$ cat config.mk
export PLATFORM = sky130hd
export DESIGN_NAME = sparse_expand
export DESIGN_NICKNAME = d
export VERILOG_FILES = /design/src/rtl/sparse_expand.sv
export SDC_FILE = /design/constraint.sdc
export NUM_CORES = 1
export LEC_CHECK = 0
export BUFFER_PORTS_ARGS = -buffer_cell sky130_fd_sc_hd__buf_4
export CORE_MARGIN = 2
export CORE_UTILIZATION = 35
export DETAILED_ROUTE_END_ITERATION = 10
export PLACE_DENSITY_LB_ADDON = 0.15
export SYNTH_ARGS = -nofsm -noshare
export SYNTH_HDL_FRONTEND = slang
export SYNTH_SLANG_ARGS = --single-unit
$ cat constraint.sdc
create_clock -name clk -period 3.5 [get_ports clk]
set_clock_uncertainty 0.2 [all_clocks]
set_input_delay 0.525 -clock clk [delete_from_list [all_inputs] [get_ports clk]]
set_output_delay 0.525 -clock clk [all_outputs]
set_load 0.03 [all_outputs]
$ cat src/rtl/sparse_expand.sv
// sparse_expand: rebuilds a dense fixed-point vector from a sparsity mask and a
// compacted stream of nonzero values, emitting it as 16-lane chunks.
module sparse_expand #(
    parameter int IL       = 4,
    parameter int FL       = 16,
    parameter int length   = 32,
    parameter int p_length = $clog2(length)
) (
    input  logic                     clk,
    input  logic                     reset,
    input  logic [length-1:0]        i_mask,
    input  logic [15:0][IL+FL-1:0]   i_vals,
    input  logic                     input_ready,
    input  logic                     i_val_valid,
    output logic                     o_val_req,
    input  logic                     output_taken,
    output logic [15:0][IL+FL-1:0]   o_im,
    output logic                     o_last,
    output logic [1:0]               state
);
    localparam int W = IL + FL;

    typedef enum logic [1:0] {
        IDLE   = 2'b00,
        EXPAND = 2'b01,
        DONE   = 2'b10,
        FETCH  = 2'b11
    } state_t;

    state_t                state_q, state_d;
    logic [length-1:0]     mask_q, mask_d;
    logic [15:0][W-1:0]    vbuf_q, vbuf_d;
    logic [15:0][W-1:0]    o_im_q, o_im_d;
    logic [3:0]            rd_ptr_q, rd_ptr_d;
    logic                  empty_q, empty_d;
    logic                  o_last_q, o_last_d;
    logic [p_length-1:0]   pos_q, pos_d;
    logic [p_length-1:0]   pos_inc;
    logic [3:0]            lane;
    logic                  last_pos;

    assign lane     = pos_q[3:0];
    assign last_pos = (pos_q == p_length'(length - 1));
    assign pos_inc  = last_pos ? '0 : pos_q + 1'b1;

    always_comb begin
        state_d  = state_q;
        mask_d   = mask_q;
        vbuf_d   = vbuf_q;
        o_im_d   = o_im_q;
        rd_ptr_d = rd_ptr_q;
        empty_d  = empty_q;
        o_last_d = o_last_q;
        pos_d    = pos_q;
        case (state_q)
            IDLE: begin
                if (input_ready) begin
                    mask_d   = i_mask;
                    vbuf_d   = i_vals;
                    rd_ptr_d = '0;
                    empty_d  = 1'b0;
                    pos_d    = '0;
                    state_d  = EXPAND;
                end
            end
            EXPAND: begin
                // A set mask bit with a drained buffer stalls this position until a beat arrives
                if (mask_q[pos_q] && empty_q) begin
                    state_d = FETCH;
                end else begin
                    o_im_d[lane] = mask_q[pos_q] ? vbuf_q[rd_ptr_q] : '0;
                    if (mask_q[pos_q]) begin
                        rd_ptr_d = rd_ptr_q + 4'd1;
                        empty_d  = (rd_ptr_q == 4'd15);
                    end
                    pos_d = pos_inc;
                    if (lane == 4'd15) begin
                        state_d  = DONE;
                        o_last_d = last_pos;
                    end
                end
            end
            DONE: begin
                if (output_taken) state_d = o_last_q ? IDLE : EXPAND;
            end
            FETCH: begin
                if (i_val_valid) begin
                    vbuf_d   = i_vals;
                    rd_ptr_d = '0;
                    empty_d  = 1'b0;
                    state_d  = EXPAND;
                end
            end
        endcase
    end

    always_ff @(posedge clk or negedge reset) begin
        if (!reset) begin
            state_q  <= IDLE;
            mask_q   <= '0;
            vbuf_q   <= '0;
            o_im_q   <= '0;
            rd_ptr_q <= '0;
            empty_q  <= 1'b0;
            o_last_q <= 1'b0;
            pos_q    <= '0;
        end else begin
            state_q  <= state_d;
            mask_q   <= mask_d;
            vbuf_q   <= vbuf_d;
            o_im_q   <= o_im_d;
            rd_ptr_q <= rd_ptr_d;
            empty_q  <= empty_d;
            o_last_q <= o_last_d;
            pos_q    <= pos_d;
        end
    end

    assign state     = state_q;
    assign o_im      = o_im_q;
    assign o_last    = o_last_q;
    assign o_val_req = (state_q == FETCH);
endmodule
==> results of run 1 <==
==> power breakdown <==
group	switching, µW	leakage, µW	internal (µW)
sequential	2070	0.00868	11100
combinational	9720	0.00877	7730
clock	3320	0.00133	5120
==> Yosys cell counts (all sizes together) (5+ instances only) <==
| cell | count | area [µm²] |
|---|---|---|
| a21oi | 19 | 95.1 |
| nand3 | 60 | 300 |
| buf | 84 | 463 |
| o211ai | 5 | 37.5 |
| dfrtp | 685 | 17100 |
| clkbuf | 119 | 448 |
| mux2i | 5 | 50.1 |
| nor2 | 7 | 26.3 |
| inv | 13 | 48.8 |
| o2bb2ai | 21 | 184 |
| mux2 | 354 | 3990 |
| o22ai | 305 | 1910 |
| nand2 | 314 | 1180 |
| and2 | 5 | 31.3 |
| mux4 | 106 | 2390 |
| ha | 11 | 138 |
==> how the worst max path moves through the flow <==
stage,startpoint,to,slack [ns],depth (start not counted)
after floorplan,state[0],vbuf_q[0],0.83,7
after global placement,rd_ptr_q[0],o_im[41],0.40,6
after detailed placement,rd_ptr_q[0],o_im[41],0.36,6
after CTS,rd_ptr_q[0],o_im[41],0.34,6
after global routing,pos_q[1],o_im[4],0.24,7
final,pos_q[1],o_im[12],0.37,7
==> worst max-delay path, cell delays in order (launching register included) <==
cell and delay, ns:
dfrtp_1 0.63, mux4_2 0.40, a22o_1 0.26, a211o_4 0.51, buf_4 0.32, a21oi_2 0.16, buf_4 0.32, o22ai_1 0.16
==> flip-flops by register name, summed over array words and instances, names as in the netlist <==
register and cells:
o_im 320, vbuf_q 320, mask_q 32, pos_q 5, rd_ptr_q 4, state 2
empty_q 1, o_last 1
==> layout make-up <==
type	count	area [µm²]
Clock buffer	121	2460
Clock inverter	18	228
Inverter	13	48.8
Sequential cell	685	17200
Timing Repair Buffer	1142	9880
Tap cell	1070	1340
Fill cell	7108	39700
Antenna cell	15	37.5
Multi-Input combinational cell	1249	10800
==> layer usage <==
layer  up-vias  track usage  share of wire
li1      10002            -              -
met1     11305        0.300           0.40
met2       808        0.412           0.50
met3       188       0.0470          0.058
met4         4        0.101          0.040
met5         -            0        0.00027
==> through the flow <==
step                std cells  utilization  total power [µW]
finish                   4313        0.513             39000
global route             4311        0.513             40900
CTS                      4298        0.513             39400
detailed placement       3806        0.437             30500
global placement         3806        0.437             30100
floorplan                2150            -             22900
==> cell families after synthesis <==
group,Yosys count,synth area share
fa+ha+maj,11,0.00480
mux,465,0.224
simple gates,403,0.0575
flops,685,0.597
compound gates,370,0.0829
buf+inv,216,0.0334
==> summary.md, run 1 <==
| Metric | Value |
|---|---|
| Netlist cell types | 40 |
| Fmax | 320 MHz |
| Setup violators final | 0 |
| HP Class | primary input to flop |
| DRT Pass-1 Iters | 5 |
| Initial antenna violation count | 17 |
| Clock buffer count from CTS | 78 |
| Layout area overhead | 46.0% |
| Syn_area_per_cell | 13.3 µm² |
| CP Capture Type | flop |
| Global route overflow | 0 |
| Crit Path Category | flop to flop |
| CTS H-tree lvls | 3 |
| Cell area after layout | 41900 µm² |
| Min cycle time layout | 3.13 ns |
| Placed cell area | 35600 µm² |
| Setup TNS Final | 0 ns |
| Final Hold Fails | 0 |
| WL final | 103000 µm |
| Commonest non-fill, non-tap cell in the layout | buf_4 |
| Critical Path RT | 3.77 ns |
| Post-synth design cell area | 28700 µm² |
| Most frequent cells in the layout | 755 x buf_4, 682 x dfrtp_1, 353 x mux2_2, 353 x dlygate4sd3_1, 314 x nand2_1 |
| Net Count, Synth | 2518 |
| PostCTS Resize Cnt | 0 |
| IO Pins | 681 |
| P per Cell Area | 931 nW/µm² |
| Vias post-DR | 22307 |
| Final slew viol count | 0 |
| Relative slew slack | 0.396 |
| R2R Path Start | pos_q[1] |
| Fin nets | 3537 |
| DRT iter0 DRCs | 1357 |
| CTS max path bufs | 3 |
| First-pass GRT wire length | 154000 µm |
| Slew of the pin with the lowest slew margin | 0.904 ns |
| TritonCTS sink count | 685 |
| Final ANT Viol Nets | 0 |
| Max VDD drop | 464 µV |
| Worst r2r path cells | 7 |
| R2R Path End | o_im[12] |
| Post-CTS Setup Inserts | 0 |
| Layout cells sized above 1 | 0.438 |
| Row count | 105 |
| Port bufs | 680 |
| Arrival time at the worst endpoint | 3.40 ns |
| Critical Path Start Type | flop |
| Prevailing post-synth register cell | dfrtp_1 |
| Critical Path Fanout Max | 36 |
| Worst-path clk slew | 0.06 ns |
| Worst path setup slack after routing | 0.371 ns |
| Cells after Synth | 2150 |
| Worst-Skew Late Latency | 0.62 ns |
| Hold slack final | 0.266 ns |
| R2R Setup Slk | 0.37 ns |
| Core area | 81600 µm² |
| CTS tree | done |
| Yosys warnings | 0 |
| Status | finished, final reports clean |
| Hold_buf cts | 353 |
| Sequential element share of the synthesized area | 0.597 |
| Vias in the first global route | 23853 |
| Pin count of the biggest net entering global routing | 94 |
| Gpl congestion | 0.842 |
| Detailed placement HPWL | 72000 µm |
| Die W | 290 µm |
| #FFs+latches synth | 685 |
| Clock root buffer | clkbuf_16 |
| Die Area | 84300 µm² |
| Endpoint, Worst Hold | state[0] |
| Die H | 290 µm |
| Hold path depth | 5 |
| EDFF count, synth | 0 |
| Wire length per cell | 23.8 µm |
| DRC errors left | 0 |
| Initial Utilization | 0.352 |
| Min-delay src | output_taken |
| RSZ-0062 raised after global routing | no |
| Via density | 5.17 |
| Max cap viols | 0 |
| Ys async rst share | 1.00 |
| Period utilization | 0.894 |
| Dpl ws | 0.357 ns |
| Pleak | 0.0188 µW |
| Total global-route track usage | 0.241 |
(Power assumes the default switching activity.)
==> inputs of run 2 (changes only) <==
--- a/config.mk
+++ b/config.mk
@@ -6,9 +6,9 @@
 export NUM_CORES = 1
 export LEC_CHECK = 0
 export BUFFER_PORTS_ARGS = -buffer_cell sky130_fd_sc_hd__buf_4
-export CORE_MARGIN = 2
-export CORE_UTILIZATION = 35
+export CORE_AREA = 2 2 264 266
 export DETAILED_ROUTE_END_ITERATION = 10
+export DIE_AREA = 0 0 266 268
 export PLACE_DENSITY_LB_ADDON = 0.15
 export SYNTH_ARGS = -nofsm -noshare
 export SYNTH_HDL_FRONTEND = slang
==> run 2 against run 1 <==
Net effect:
- routed wire length decreased by 0.59%
- highest routed layer unchanged
- critical path depth unchanged
- sequential share of layout area increased by 0.62 points
- first-iteration DRC count increased by 27%
- sequential power about the same
- combinational power decreased by 3%
- clock power about the same
- die area decreased by 15%
- clock-buffer cell count decreased by 14
- flip-flop and latch count unchanged
- global-route usage increased by 4.2 points
- maximum frequency decreased by 1.3%
==> summary.md, run 2 (synthesis gave the netlist of run 1 again) <==
| Metric | Value |
|---|---|
| Max cap viols | 0 (unchanged) |
| Relative slew slack | 0.358 (was 0.396) |
| Cell area after layout | 41300 µm² (was 41900 µm²) |
| Die H | 268 µm (was 290 µm) |
| Die W | 266 µm (was 290 µm) |
| Layout area overhead | 43.8% (was 46.0%) |
| Slowest CP cell | dfrtp_1 (unchanged) |
| Layout cells sized above 1 | 0.431 (was 0.438) |
| Placed cell area | 35000 µm² (was 35600 µm²) |
| Clock root buffer | clkbuf_16 (unchanged) |
| R2R Path Start | pos_q[0] (was pos_q[1]) |
| Final slew viol count | 0 (unchanged) |
| Detailed placement HPWL | 70900 µm (was 72000 µm) |
| Global route overflow | 0 (unchanged) |
| Clock power share | 0.221 (was 0.216) |
| Crit-path cells | mux4_2 > a22o_1 > a211o_2 > buf_4 > a31o_1 > buf_4 > o2bb2ai_1 (was mux4_2 > a22o_1 > a211o_4 > buf_4 > a21oi_2 > buf_4 > o22ai_1) |
| Initial Utilization | 0.421 (was 0.352) |
| Final Hold Fails | 0 (unchanged) |
| TritonCTS sink count | 685 (unchanged) |
| Worst path most repeated cell | buf_4 (unchanged) |
| Net Sw Frac | 0.387 (about the same) |
| Slew of the pin with the lowest slew margin | 0.962 ns (was 0.904 ns) |
| Fin nets | 3514 (was 3537) |
| Critical Path Fanout Max | 50 (was 36) |
| Vias post-DR | 22478 (was 22307) |
| Setup crit start | pos_q[0] (was pos_q[1]) |
| Status | finished, final reports clean (unchanged) |
| Post-CTS Setup Inserts | 0 (unchanged) |
| Port bufs | 680 (unchanged) |
| Pleak | 0.0186 µW (was 0.0188 µW) |
| Worst-path clk slew | 0.06 ns (about the same) |
| Critical Path Start Type | flop (unchanged) |
| CTS H-tree lvls | 3 (unchanged) |
| CP Capture Type | flop (unchanged) |
| Max incr delay on CP | 0.66 ns (was 0.63 ns) |
| CTS tree | done (unchanged) |
| Arrival time at the worst endpoint | 3.44 ns (was 3.40 ns) |
| Most frequent cells in the layout | 749 x buf_4, 682 x dfrtp_1, 353 x mux2_2, 353 x dlygate4sd3_1, 314 x nand2_1 (was 755 x buf_4, 682 x dfrtp_1, 353 x mux2_2, 353 x dlygate4sd3_1, 314 x nand2_1) |
| First-pass GRT wire length | 150000 µm (was 154000 µm) |
| DRT iter0 DRCs | 1719 (was 1357) |
| Pin count of the biggest net entering global routing | 104 (was 94) |
| NetSw | 14800 µW (was 15100 µW) |
| Worst-Skew Late Latency | 0.61 ns (was 0.62 ns) |
| Util after Layout | 0.605 (was 0.513) |
| Gpl congestion | 0.853 (was 0.842) |
| Vias in the first global route | 23442 (was 23853) |
| Final ANT Viol Nets | 0 (unchanged) |
| Setup violators final | 0 (unchanged) |
| Via density | 5.49 (was 5.17) |
| Sequential share of power | 0.340 (was 0.337) |
| Fmax | 315 MHz (was 320 MHz) |
| Period utilization | 0.906 (was 0.894) |
| Comb power frac | 0.439 (was 0.447) |
| Hold_buf cts | 353 (unchanged) |
| Critical Path RT | 3.77 ns (about the same) |
| Initial antenna violation count | 20 (was 17) |
| Clock buffer count from CTS | 75 (was 78) |
| Row count | 96 (was 105) |
| Hold slack final | 0.234 ns (was 0.266 ns) |
| P per Cell Area | 929 nW/µm² (was 931 nW/µm²) |
| Crit Path Category | flop to flop (unchanged) |
| Max VDD drop | 672 µV (was 464 µV) |
| Setup TNS Final | 0 ns (unchanged) |
| # fillers | 5343 (was 7108) |
| PostCTS Resize Cnt | 0 (unchanged) |
| Reg area | 17200 µm² (unchanged) |
| R2R Setup Slk | 0.33 ns (was 0.37 ns) |
| Core area | 68200 µm² (was 81600 µm²) |
| DRT Pass-1 Iters | 7 (was 5) |
| Area of the multi-input gates | 10700 µm² (was 10800 µm²) |
| Min cycle time layout | 3.17 ns (was 3.13 ns) |
| IO Pins | 681 (unchanged) |
| WL final | 102000 µm (was 103000 µm) |
| Total global-route track usage | 0.283 (was 0.241) |
| Die Area | 71300 µm² (was 84300 µm²) |
| Commonest non-fill, non-tap cell in the layout | buf_4 (unchanged) |
| RSZ-0062 raised after global routing | no (unchanged) |
| CTS max path bufs | 3 (unchanged) |
| DRC errors left | 0 (unchanged) |
| Int Pwr | 23500 µW (was 23900 µW) |
| Wire length per cell | 24.9 µm (was 23.8 µm) |
| HP Class | primary input to async pin (was primary input to flop) |
==> run 2: cell types whose count changed in the layout (fill, tap and decap cells not counted), sizes merged <==
cell,previous run,this run
inv,16,15
clkinv,11,12
buf,789,769
clkbuf,121,107
bufinv,4,10
clkinvlp,0,2
diode,15,14
==> run 2: area by class of cell <==
class | count | share of cell area
inverters | 13 | 0.00118
diodes | 14 | 0.000849
clock buffers | 107 | 0.0536
well taps | 882 | 0.0267
flip-flops and latches | 685 | 0.416
multi-input cells | 1249 | 0.260
clock inverters | 26 | 0.0106
repair buffers | 1122 | 0.231
==> run 2: worst max-delay path: cells and delay by family (launching register included) <==
family / cells / cell delay (ns)
mux: 1 / 0.57
buf+inv: 2 / 0.54
flops: 1 / 0.66
compound gates: 4 / 1.03
==> run 2: final timing paths <==
check                               to  cells past startpoint
max                          o_im[307]                      7
max in group asynchronous  vbuf_q[214]                      3
min reg2reg                  o_im[306]                      1
min                          o_im[109]                      2
min in group clk              state[0]                      5
max reg2reg                  o_im[307]                      7
==> run 2: metrics by stage <==
stage / std cells / total power (µW) / worst slack, ns
2_1_floorplan: 2150 / 22900 / 0.828
3_3_place_gp: 3598 / 29100 / 0.378
3_5_place_dp: 3598 / 29600 / 0.325
4_1_cts: 4084 / 38500 / 0.320
5_1_grt: 4097 / 40000 / 0.189
6_report: 4098 / 38300 / 0.328
==> run 2: power by group through the flow <==
stage / logic, µW / clock network (µW) / registers, µW
2_1_floorplan: 8750 / 0 / 14200
3_3_place_gp: 16200 / 0 / 12900
3_5_place_dp: 16500 / 0 / 13100
4_1_cts: 16900 / 8610 / 13000
5_1_grt: 17800 / 8900 / 13400
6_report: 16800 / 8460 / 13000
==> run 2: per-layer routing <==
metal / wire, µm / GRT usage
met1: 39200 / 0.348
met5: 71 / 0
met2: 52700 / 0.498
met3: 6640 / 0.0543
met4: 3390 / 0.104
==> inputs of run 3 (changes only) <==
--- a/config.mk
+++ b/config.mk
@@ -5,10 +5,12 @@
 export SDC_FILE = /design/constraint.sdc
 export NUM_CORES = 1
 export LEC_CHECK = 0
+export ABC_AREA = 1
 export BUFFER_PORTS_ARGS = -buffer_cell sky130_fd_sc_hd__buf_4
-export CORE_AREA = 2 2 264 266
+export CORE_MARGIN = 2
+export CORE_UTILIZATION = 45
 export DETAILED_ROUTE_END_ITERATION = 10
-export DIE_AREA = 0 0 266 268
+export HOLD_SLACK_MARGIN = 0.15
 export PLACE_DENSITY_LB_ADDON = 0.15
 export SYNTH_ARGS = -nofsm -noshare
 export SYNTH_HDL_FRONTEND = slang
==> run 3 against run 2 <==
Net effect:
- flip-flop and latch count unchanged
- area after synthesis increased by 4.4%
- register-to-register slack improved by 0.16 ns
- first-iteration DRC count increased by 69%
- sequential power decreased by 7%
- critical endpoint is now o_im[25]
- global-route usage increased by 3.7 points
- core utilization increased by 3.5 points
- cell area increased by 2.2%
- maximum frequency increased by 5.2%
==> summary.md, run 3 <==
| Metric | Value |
|---|---|
| Status | finished, final reports clean (unchanged) |
| Row count | 94 (was 96) |
| Max VDD drop | 446 µV (was 672 µV) |
| Wire length per cell | 21.4 µm (was 24.9 µm) |
| Worst-path clk slew | 0.06 ns (about the same) |
| CTS max path bufs | 3 (unchanged) |
| Initial antenna violation count | 11 (was 20) |
| Prevailing post-synth register cell | dfrtp_1 (unchanged) |
| Met2 WL | 53600 µm (was 52700 µm) |
| Ys async rst share | 1.00 (unchanged) |
| CTS H-tree lvls | 3 (unchanged) |
| DRT Pass-1 Iters | 6 (was 7) |
| Pin count of the biggest net entering global routing | 118 (was 104) |
| WL final | 112000 µm (was 102000 µm) |
| Largest cells by area after synthesis | dfrtp_1 57%, nand2_1 11%, nand3_1 6.3% (was dfrtp_1 60%, mux2_2 14%, mux4_2 8.3%) |
| First-pass GRT wire length | 165000 µm (was 150000 µm) |
| Die W | 262 µm (was 266 µm) |
| IO Pins | 681 (unchanged) |
| Met1 WL | 44000 µm (was 39200 µm) |
| HP Class | flop to flop (was primary input to async pin) |
| Pleak | 0.0220 µW (was 0.0186 µW) |
| DRC errors left | 0 (unchanged) |
| Layout cells sized above 1 | 0.252 (was 0.431) |
| Slew of the pin with the lowest slew margin | 1.08 ns (was 0.962 ns) |
| Die Area | 68600 µm² (was 71300 µm²) |
| Period utilization | 0.861 (was 0.906) |
| Commonest non-fill, non-tap cell in the layout | nand2_1 (was buf_4) |
| Worst-Skew Late Latency | 0.62 ns (was 0.61 ns) |
| #FFs+latches synth | 685 (unchanged) |
| DRT iter0 DRCs | 2905 (was 1719) |
| Global route overflow | 0 (unchanged) |
| Crit Path Category | flop to flop (unchanged) |
| Layout area overhead | 40.7% (was 43.8%) |
| Sequential element share of the synthesized area | 0.572 (was 0.597) |
| Setup violators final | 0 (unchanged) |
| Most frequent cells in the layout | 848 x nand2_1, 759 x buf_4, 684 x dfrtp_1, 378 x nand3_1, 354 x dlygate4sd3_1 (was 749 x buf_4, 682 x dfrtp_1, 353 x mux2_2, 353 x dlygate4sd3_1, 314 x nand2_1) |
| Final Hold Fails | 0 (unchanged) |
| TritonCTS sink count | 685 (unchanged) |
| P per Cell Area | 830 nW/µm² (was 929 nW/µm²) |
| Detailed placement HPWL | 75100 µm (was 70900 µm) |
| Worst path setup slack after routing | 0.486 ns (was 0.328 ns) |
| Highest metal used | met5 (unchanged) |
| Min cycle time layout | 3.01 ns (was 3.17 ns) |
| Cells after Synth | 3315 (was 2150) |
| Relative slew slack | 0.279 (was 0.358) |
| Via density | 5.29 (was 5.49) |
| Final ANT Viol Nets | 0 (unchanged) |
| Total global-route track usage | 0.320 (was 0.283) |
| Vias in the first global route | 27038 (was 23442) |
| Netlist cell types | 29 (was 40) |
| Initial Utilization | 0.455 (was 0.421) |
| Top cell type by total area after synthesis | dfrtp_1 (unchanged) |
| Port bufs | 680 (unchanged) |
| Core area | 65900 µm² (was 68200 µm²) |
| Die H | 262 µm (was 268 µm) |
| Post-synth design cell area | 30000 µm² (was 28700 µm²) |
| Net Count, Synth | 3683 (was 2518) |
| Commonest cells post-synth | 850 x nand2_1, 685 x dfrtp_1, 378 x nand3_1, 324 x a21oi_1, 231 x nor2_1 (was 685 x dfrtp_1, 353 x mux2_2, 314 x nand2_1, 305 x o22ai_1, 118 x clkbuf_1) |
| Syn_area_per_cell | 9.04 µm² (was 13.3 µm²) |
| Critical Path RT | 3.80 ns (was 3.77 ns) |
| Dpl ws | 0.528 ns (was 0.325 ns) |
| EDFF count, synth | 0 (unchanged) |
| Critical Path Fanout Max | 39 (was 50) |
| Synth top area share | 0.572 (was 0.597) |
| Wire length on met3 | 7190 µm (was 6640 µm) |
| RSZ-0062 raised after global routing | no (unchanged) |
| Most frequent cell after synthesis | nand2_1 (was dfrtp_1) |
| Fmax | 332 MHz (was 315 MHz) |
| Final slew viol count | 0 (unchanged) |
| Arrival time at the worst endpoint | 3.31 ns (was 3.44 ns) |
| Clock root buffer | clkbuf_16 (unchanged) |
| Gpl congestion | 0.889 (was 0.853) |
| CP Capture Type | flop (unchanged) |
| Max cap viols | 0 (unchanged) |
| Fin nets | 4656 (was 3514) |
| Post-CTS Setup Inserts | 0 (unchanged) |
| Critical Path Start Type | flop (unchanged) |
| Clock buffer count from CTS | 73 (was 75) |
| Setup TNS Final | 0 ns (unchanged) |
| Vias post-DR | 27592 (was 22478) |
| CTS tree | done (unchanged) |
| Yosys warnings | 0 (unchanged) |
[run 3: cell types whose count changed in the layout (fill, tap and decap cells not counted), sizes merged, moves of 206 or more]
| cell | delta |
|---|---|
| nand2 | +536 |
| nand3 | +318 |
| a21oi | +306 |
| o22ai | -305 |
| nor2 | +245 |
| inv | +206 |
[run 3: final timing paths]
kind                       startpoint           to  slack, ns  cells past startpoint
setup / recovery             pos_q[1]     o_im[25]       0.49                     15
hold / removal              o_im[118]    o_im[118]       0.27                      2
setup reg to reg             pos_q[1]     o_im[25]       0.49                     15
hold reg to reg             o_im[118]    o_im[118]       0.27                      2
max in group asynchronous       reset  rd_ptr_q[3]       1.90                      3
min in group asynchronous       reset   mask_q[19]       0.33                      2
[run 3: power breakdown]
group	total [µW]	switching, µW	leakage [µW]	internal, µW
Clock	7910	3280	0.00119	4640
Combinational	15000	9710	0.0122	5250
Sequential	12100	1500	0.00856	10600
Total	35000	14500	0.0220	20500
[run 3: area by class of cell]
type                    count  area [µm²]
fillers                  5431       23700
flip-flops and latches    685       17100
multi-input cells        2167       10800
repair buffers           1142        9820
clock buffers             113        2200
well taps                 864        1080
inverters                 219         830
clock inverters            16         238
diodes                      8        20.0
[run 3: logic make-up after synthesis]
kind of cell,count (synthesis),share of synthesized area
DFF,685,0.572
buffers and inverters,463,0.0668
AOI/OAI and AO/OA,477,0.0818
adders and majority gates,11,0.00459
muxes,159,0.0598
and+or+nand+nor,1519,0.214
xor gates and xnor gates,1,0.000292
[run 3: what timing repair did]
action | in CTS | in global routing
endpoints found under the hold margin | 401 | 0
resized for setup | 0 | 0
hold buffers | 354 | 0
[run 3: per-layer routing]
metal	vias up	track usage
met5	-	0
met4	8	0.178
met3	298	0.0482
met2	1266	0.522
met1	13282	0.410
li1	12738	-
[run 3: worst max-delay path, stage by stage, from the launching register on]
cell and delay, ns:
dfrtp_1 0.67, inv_2 0.20, nand3_1 0.14, nand2_1 0.07, nand2_1 0.05, nand2_1 0.04
nor2_1 0.12, nand2_1 0.14, nand3_1 0.13, nand2_1 0.15, inv_8 0.28, buf_4 0.22
nand2_1 0.05, buf_4 0.27, nand2_1 0.09, nand2_1 0.05
[run 3: through the flow]
stage               utilization  total power, µW  area [µm²]  hold slack, ns  instances
floorplan                     -            21300       30000          0.0294       3315
global placement          0.549            26300       36200           0.256       4723
detailed placement        0.549            26500       36200           0.260       4723
CTS                       0.640            34800       42100           0.266       5206
global route              0.640            36800       42200           0.286       5213
finish                    0.640            35000       42200           0.270       5214
